--- src/rtl/cond_logic.sv ---
// rtl/cond_logic.sv - ARM condition evaluation, NZCV flag register and write-strobe gating
// Flags are split into NZ and CV groups so logical ops can update NZ while preserving C/V.
module cond_logic #(
  parameter logic [3:0] FLAGS_RST = 4'b0000
) (
  input  logic       clk,
  input  logic       reset,
  input  logic       en,
  input  logic [3:0] Cond,
  input  logic [3:0] ALUFlags,
  input  logic [1:0] FlagW,
  input  logic       PCS,
  input  logic       RegW,
  input  logic       MemW,
  input  logic       NoWrite,
  output logic       PCSrc,
  output logic       RegWrite,
  output logic       MemWrite,
  output logic       CondEx,
  output logic [3:0] Flags
);

  logic [3:0] flags_q;
  logic [3:0] flags_d;
  logic       cond_pass;
  logic       cond_ex;
  logic [1:0] flag_write;
  logic       n_flag;
  logic       z_flag;
  logic       c_flag;
  logic       v_flag;

  assign n_flag = flags_q[3];
  assign z_flag = flags_q[2];
  assign c_flag = flags_q[1];
  assign v_flag = flags_q[0];

  // Condition is judged only against registered flags, never the current ALU result.
  always_comb begin
    cond_pass = 1'b0;
    case (Cond)
      4'b0000: cond_pass = z_flag;
      4'b0001: cond_pass = ~z_flag;
      4'b0010: cond_pass = c_flag;
      4'b0011: cond_pass = ~c_flag;
      4'b0100: cond_pass = n_flag;
      4'b0101: cond_pass = ~n_flag;
      4'b0110: cond_pass = v_flag;
      4'b0111: cond_pass = ~v_flag;
      4'b1000: cond_pass = c_flag & ~z_flag;
      4'b1001: cond_pass = ~c_flag | z_flag;
      4'b1010: cond_pass = (n_flag == v_flag);
      4'b1011: cond_pass = (n_flag != v_flag);
      4'b1100: cond_pass = ~z_flag & (n_flag == v_flag);
      4'b1101: cond_pass = z_flag | (n_flag != v_flag);
      4'b1110: cond_pass = 1'b1;
      default: cond_pass = 1'b0;
    endcase
  end

  // A bubble or reset forces the pass bit low, which in turn blocks every strobe and flag write.
  always_comb begin
    cond_ex    = en & ~reset & cond_pass;
    flag_write = FlagW & {2{cond_ex}};
    flags_d    = flags_q;
    if (flag_write[1]) flags_d[3:2] = ALUFlags[3:2];
    if (flag_write[0]) flags_d[1:0] = ALUFlags[1:0];
  end

  always_ff @(posedge clk) begin
    if (reset) begin
      flags_q <= FLAGS_RST;
    end else begin
      flags_q <= flags_d;
    end
  end

  assign CondEx   = cond_ex;
  assign PCSrc    = PCS & cond_ex;
  assign RegWrite = RegW & cond_ex & ~NoWrite;
  assign MemWrite = MemW & cond_ex;
  assign Flags    = flags_q;

endmodule

--- config.mk ---
export PLATFORM = sky130hd
export DESIGN_NAME = cond_logic
export DESIGN_NICKNAME = d
export VERILOG_FILES = /design/src/rtl/cond_logic.sv
export SDC_FILE = /design/constraint.sdc
export NUM_CORES = 1
export LEC_CHECK = 0
export ABC_CLOCK_PERIOD_IN_PS = 2350
export CORE_AREA = 2 2 39 41
export DETAILED_ROUTE_END_ITERATION = 16
export DIE_AREA = 0 0 41 43
export PLACE_DENSITY = 0.69
export RECOVER_POWER = 100
export SLEW_MARGIN = 20
export SYNTH_ARGS = -nofsm -noshare
export SYNTH_HDL_FRONTEND = slang
export SYNTH_SLANG_ARGS = --single-unit
--- constraint.sdc ---
create_clock -name clk -period 2.35 [get_ports clk]
set_clock_uncertainty 0.05 [all_clocks]
set_input_delay 0.235 -clock clk [delete_from_list [all_inputs] [get_ports clk]]
set_output_delay 0.235 -clock clk [all_outputs]
set_load 0.05 [all_outputs]
==> results of run 1 <==
[cell families after synthesis]
logic type      Yosys count  share of synthesized area, %
buf+inv                   7                         8.536
xor+xnor                  3                         6.404
simple gates             18                         28.36
flops                     4                         19.51
compound gates            8                         21.04
mux                       6                         16.16
[how the worst max path moves through the flow]
stage,slack [ns],start,to
after floorplan,0.13,Flags[2],CondEx
after global placement,-0.13,Cond[1],CondEx
after detailed placement,-0.13,Cond[1],RegWrite
after CTS,0.002,Cond[3],CondEx
after global routing,0.02,Cond[0],RegWrite
final,0.08,Cond[0],RegWrite
[per-stage QoR]
stage	instance area, um^2	setup WS (ns)
3_3_place_gp	782.0	-0.1298
6_report	824.5	0.07956
4_1_cts	835.8	0.001775
2_1_floorplan	442.9	0.1266
5_1_grt	824.5	0.01726
3_5_place_dp	782.0	-0.1306
[per-layer routing]
metal	wire length, um	GRT usage (%)	vias up
met5	0	0	-
met4	0	4.000	0
met3	98	5.236	0
met2	580	27.19	16
met1	448	15.61	212
li1	-	-	243
[power groups by stage]
| stage | sequential, mW | clock, mW | combinational, mW |
|---|---|---|---|
| floorplan | 0.0850 | 0 | 0.0474 |
| global placement | 0.0762 | 0 | 0.114 |
| detailed placement | 0.0760 | 0 | 0.114 |
| CTS | 0.0750 | 0.0878 | 0.122 |
| global route | 0.0756 | 0.0938 | 0.125 |
| finish | 0.0752 | 0.0840 | 0.117 |
[cell usage in the layout (no fill, tap or decap), types with 3 or more instances in the layout]
cell type                          n
sky130_fd_sc_hd__clkdlybuf4s50_1  13
sky130_fd_sc_hd__mux2_1            5
sky130_fd_sc_hd__dfxtp_2           4
sky130_fd_sc_hd__clkbuf_4          4
sky130_fd_sc_hd__dlygate4sd3_1     4
sky130_fd_sc_hd__buf_4             9
sky130_fd_sc_hd__nor2b_1           5
sky130_fd_sc_hd__inv_1             5
sky130_fd_sc_hd__nor2_1            3
sky130_fd_sc_hd__buf_12            3
[critical path, cell delays in order]
cell,delay [ns]
sky130_fd_sc_hd__clkdlybuf4s50_1,0.45
sky130_fd_sc_hd__or4b_1,0.53
sky130_fd_sc_hd__a31oi_4,0.25
sky130_fd_sc_hd__o31ai_4,0.12
sky130_fd_sc_hd__nor3b_4,0.24
sky130_fd_sc_hd__buf_12,0.16
[layout make-up]
type | count | area [um^2] | area share [%]
inverters | 5 | 18.77 | 2.276
clock buffers | 3 | 22.52 | 2.731
flip-flops and latches | 4 | 85.08 | 10.32
repair buffers | 34 | 350.3 | 42.49
well taps | 16 | 20.02 | 2.428
multi-input cells | 35 | 327.8 | 39.76
[synth_stat cells]
master                     instances
sky130_fd_sc_hd__a221o_1           1
sky130_fd_sc_hd__a221oi_1          1
sky130_fd_sc_hd__a22oi_1           1
sky130_fd_sc_hd__a31oi_2           1
sky130_fd_sc_hd__and3_1            1
sky130_fd_sc_hd__and3b_1           2
sky130_fd_sc_hd__buf_6             1
sky130_fd_sc_hd__clkbuf_2          1
sky130_fd_sc_hd__dfxtp_1           4
sky130_fd_sc_hd__inv_1             5
sky130_fd_sc_hd__mux2_1            5
sky130_fd_sc_hd__mux2i_1           1
sky130_fd_sc_hd__nand2_1           1
sky130_fd_sc_hd__nand3b_1          1
sky130_fd_sc_hd__nand4_1           1
sky130_fd_sc_hd__nor2_1            3
sky130_fd_sc_hd__nor2b_1           5
sky130_fd_sc_hd__nor3b_1           1
sky130_fd_sc_hd__nor4b_1           1
sky130_fd_sc_hd__o211ai_1          1
sky130_fd_sc_hd__o311ai_2          2
sky130_fd_sc_hd__o31ai_1           1
sky130_fd_sc_hd__or3_1             1
sky130_fd_sc_hd__or4b_1            1
sky130_fd_sc_hd__xnor2_1           3
[timing repair]
item                       in CTS  in global routing
gates resized for setup         5                  3
pin swaps                       4                  2
setup endpoints to repair       4                  4
setup buffers                   2                  0
cloned                          0                  0
==> load_flow_metrics.sql, run 1 <==
INSERT INTO impl_metrics (metric_group, metric, value, unit) VALUES
('worst_setup_path', 'timing.critical_path.arrival', '1.99', 'ns'),
('power', 'power.leakage', '0.3843', 'nW'),
('placement', 'gp_congestion', '0.7575', ''),
('route', 'dr_total_vias', '471', ''),
('finish', 'layout.core_utilization', '59.58', '%'),
('power', 'p_switching', '0.08354', 'mW'),
('timing', 'max_slew_margin', '65.94', '%'),
('die', 'core_area', '1384', 'um^2'),
('power', 'power.internal', '0.1926', 'mW'),
('timing', 'rsz0062_at_grt', 'false', ''),
('clock_network', 'clock_tree.buffer_depth', '2', ''),
('yosys', 'syn_inst', '46', ''),
('clock_network', 'number_of_buffers_inserted_during_clock_tree_synthesis', '3', ''),
('route', 'drt.antenna.violating_nets', '0', ''),
('placement', 'numPortBuffers', '24', ''),
('finish', 'diodes', '0', ''),
('global_routing', 'grtUsageTotal', '15.22', '%'),
('clock_network', 'cts_tree', 'yes', ''),
('timing', 'final_count_of_pins_violating_max_slew', '0', ''),
('timing', 'layout_min_cycle_time', '2.270', 'ns'),
('yosys', 'post_synth_num_cell_types', '25', ''),
('finish', 'nNetsFinal', '100', ''),
('yosys', 'synth.avg_cell_area', '8.922', 'um^2'),
('power', 'combinationalPowerShare', '42.3', '%'),
('finish', 'area.growth.synth_to_final', '100.9', '%'),
('route', 'drc_errors', '0', ''),
('clock_network', 'count_of_hold_fix_buffers_inserted_at_cts', '0', ''),
('worst_hold_path', 'hold-path-endpoint', 'Flags[1]', ''),
('power', 'clk_pwr_share', '30.4', '%'),
('clock_network', 'clk_root_buffer_cell', 'sky130_fd_sc_hd__clkbuf_4', ''),
('global_routing', 'grt_remaining_overflow', '0', ''),
('power', 'swShare', '30.26', '%'),
('timing', 'clock.fmax', '0.4404', 'GHz'),
('die', 'height_of_the_chip', '43', 'um'),
('global_routing', 'grt_antenna_before_repair', '0', ''),
('die', 'fp.dieArea', '1763', 'um^2'),
('die', 'std_cell_rows', '14', ''),
('worst_setup_path', 'reg2regPathDepth', '6', ''),
('global_routing', 'via_count_of_the_first_global_routing_pass', '450', ''),
('route', 'drt-pass1-iter-count', '2', ''),
('route', 'detail_route.iter0.violations', '2', ''),
('die', 'die_w', '41', 'um'),
('worst_hold_path', 'hold_path_startpoint', 'ALUFlags[1]', ''),
('timing', 'finalHoldViolCount', '0', ''),
('worst_setup_path', 'critical_path_class', 'in -> out', ''),
('yosys', 'synthTopCellsByArea', 'sky130_fd_sc_hd__dfxtp_1 (20%), sky130_fd_sc_hd__mux2_1 (14%), sky130_fd_sc_hd__o311ai_2 (7.9%)', ''),
('worst_setup_path', 'rrSetupSlack', '0.24', 'ns'),
('yosys', 'synth_warnings', '0', ''),
('global_routing', 'largest_net_degree_at_the_start_of_global_routing', '6', ''),
('timing', 'fin_hold_ws', '0.5373', 'ns'),
('die', 'floorplan.initialDensity', '29.66', '%'),
('finish', 'final_cell_count_no_fill', '97', ''),
('route', 'drt_wl_total', '1127', 'um'),
('finish', 'drive_gt1_share', '32.10', '%'),
('power', 'report.power.total', '0.2761', 'mW'),
('clock_network', 'clock_pin_slew_on_the_worst_setup_and_hold_paths', '0.04', 'ns'),
('worst_hold_path', 'min_path_type', 'in -> reg', ''),
('yosys', 'postSynthRegisterBits', '4', ''),
('timing', 'final.setup.tns', '0', 'ns'),
('global_routing', 'grt_pass1_wl', '1849', 'um'),
('yosys', 'synth_top_area_cell', 'sky130_fd_sc_hd__dfxtp_1', ''),
('placement', 'dp.final_hpwl', '907', 'um'),
('worst_setup_path', 'reg2reg_from', 'Flags[3]', ''),
('run_status', 'status', 'finished, final reports clean', ''),
('yosys', 'synthDominantCellAreaShare', '19.51', '%'),
('yosys', 'synth.yosys.seq_area_share', '19.51', '%'),
('power', 'sequentialPowerShare', '27.2', '%'),
('timing', 'finalSetupViolCount', '0', ''),
('worst_setup_path', 'cp-end-kind', 'output pin', ''),
('worst_hold_path', 'worst_hold_path.num_cells', '2', ''),
('worst_setup_path', 'worst_r2r_endpoint', 'Flags[1]', '');
(Power assumes the default switching activity.)
==> run 2, diff against run 1 <==
--- a/config.mk
+++ b/config.mk
@@ -9,6 +9,7 @@
 export CORE_AREA = 2 2 39 41
 export DETAILED_ROUTE_END_ITERATION = 16
 export DIE_AREA = 0 0 41 43
+export GPL_ROUTABILITY_DRIVEN = 0
 export PLACE_DENSITY = 0.69
 export RECOVER_POWER = 100
 export SLEW_MARGIN = 20
==> results of run 2 <==
No change in the layout: final DEF, timing and power equal those of run 1.
==> run 3, diff against run 2 <==
--- a/config.mk
+++ b/config.mk
@@ -10,6 +10,7 @@
 export DETAILED_ROUTE_END_ITERATION = 16
 export DIE_AREA = 0 0 41 43
 export GPL_ROUTABILITY_DRIVEN = 0
+export HOLD_SLACK_MARGIN = 0.03
 export PLACE_DENSITY = 0.69
 export RECOVER_POWER = 100
 export SLEW_MARGIN = 20
==> results of run 3 <==
No change in the layout: final DEF, timing and power equal those of run 1.
==> patch (flow settings as in run 1) <==
Register the outputs `PCSrc`, `RegWrite`, `MemWrite` and `CondEx`; this adds one clock of latency there. The other outputs are not delayed to match.
--- a/src/rtl/cond_logic.sv
+++ b/src/rtl/cond_logic.sv
@@ -75,10 +75,12 @@
     end
   end
 
-  assign CondEx   = cond_ex;
-  assign PCSrc    = PCS & cond_ex;
-  assign RegWrite = RegW & cond_ex & ~NoWrite;
-  assign MemWrite = MemW & cond_ex;
+  always_ff @(posedge clk) begin
+    PCSrc    <= PCS & cond_ex;
+    RegWrite <= RegW & cond_ex & ~NoWrite;
+    MemWrite <= MemW & cond_ex;
+    CondEx   <= cond_ex;
+  end
   assign Flags    = flags_q;
 
 endmodule
Function: changed (a bounded check fails within 4 cycles, from zero or initial values and one cycle with reset high).
==> patch against run 1 <==
Fmax rose by 3.9%. Clock power rose by 19%. Synthesized cell count rose by 8.7%. Total power rose by 24%. Non-clock buffer count fell by 6. Routed wire length rose by 3.2%. Area after synthesis rose by 20%. First-iteration DRC count rose to 2.5 times the old value. Design area fell by 5.0%. Sequential cell count rose by 4. Sequential power rose by 93%. Setup slack improved by 0.085 ns. Critical path type is now primary input to register. Highest routed layer is now met4.
==> patch: results <==
{
  "synth_compound_area_frac": 0.176,
  "synth_common_cells": "dfxtp_1 (8), inv_1 (5), mux2_1 (5), nor2b_1 (5)",
  "synth_xor_area_frac": 0.0536,
  "status": "finished, final reports clean",
  "top_layer_used": "met4",
  "cp_max_fo": 8,
  "fin_ws_ns": 0.165,
  "drive_above_1_share": 0.114,
  "grt_max_degree": 9,
  "ir_worst_vdd_mv": 0.253,
  "first_pass_iters": 4,
  "syn-num-nets": 67,
  "place_congestion": 0.668,
  "via_per_inst": 5.07,
  "grt_pass1_wl_um": 1970,
  "synth_top_cells_by_area": "dfxtp_1 (33%), mux2_1 (11%), o311ai_2 (6.6%)",
  "dp_hpwl_um": 937,
  "leakage_nw": 0.346,
  "cp_slowest_stage_delay_ns": 0.63,
  "grt.met1_usage": 0.182,
  "vias": 482,
  "placed_cell_area_um2": 764,
  "p_per_area_nw_per_um2": 438,
  "n_fill_cell": 142,
  "wl_per_cell_um": 12.2,
  "drt_iter0_markers": 5,
  "synth_mux_area_frac": 0.135,
  "dr_wl_met3_um": 101,
  "cp.arrival_ns": 2.26,
  "grtUsageTotal": 0.164
}
[patch: changes by cell type after synthesis]
cell            run 1  this run
dfxtp_1             4         8
[patch: power by group]
part           switching (mW)  internal [mW]  leakage [nW]  total, mW
Clock                  0.0419         0.0581        0.0138      0.100
Sequential            0.00358          0.141        0.0650      0.145
Combinational          0.0479         0.0503         0.268     0.0982
Total                  0.0934          0.249         0.346      0.343
[patch: path summary, 6_finish.rpt]
path | end | startpoint | slack (ns) | depth (start not counted)
worst max-delay path | Flags[1] | Cond[3] | 0.16 | 6
worst max register to register | Flags[1] | Flags[3] | 0.28 | 5
worst min register to register | Flags[1] | Flags[1] | 0.61 | 2
worst min-delay path | PCSrc | PCS | 0.46 | 3
[patch: final cells by class]
class / count / share of cell area
repair buffers: 28 / 0.340
multi-input cells: 35 / 0.377
clock buffers: 3 / 0.0288
well taps: 16 / 0.0256
inverters: 5 / 0.0240
flip-flops and latches: 8 / 0.204
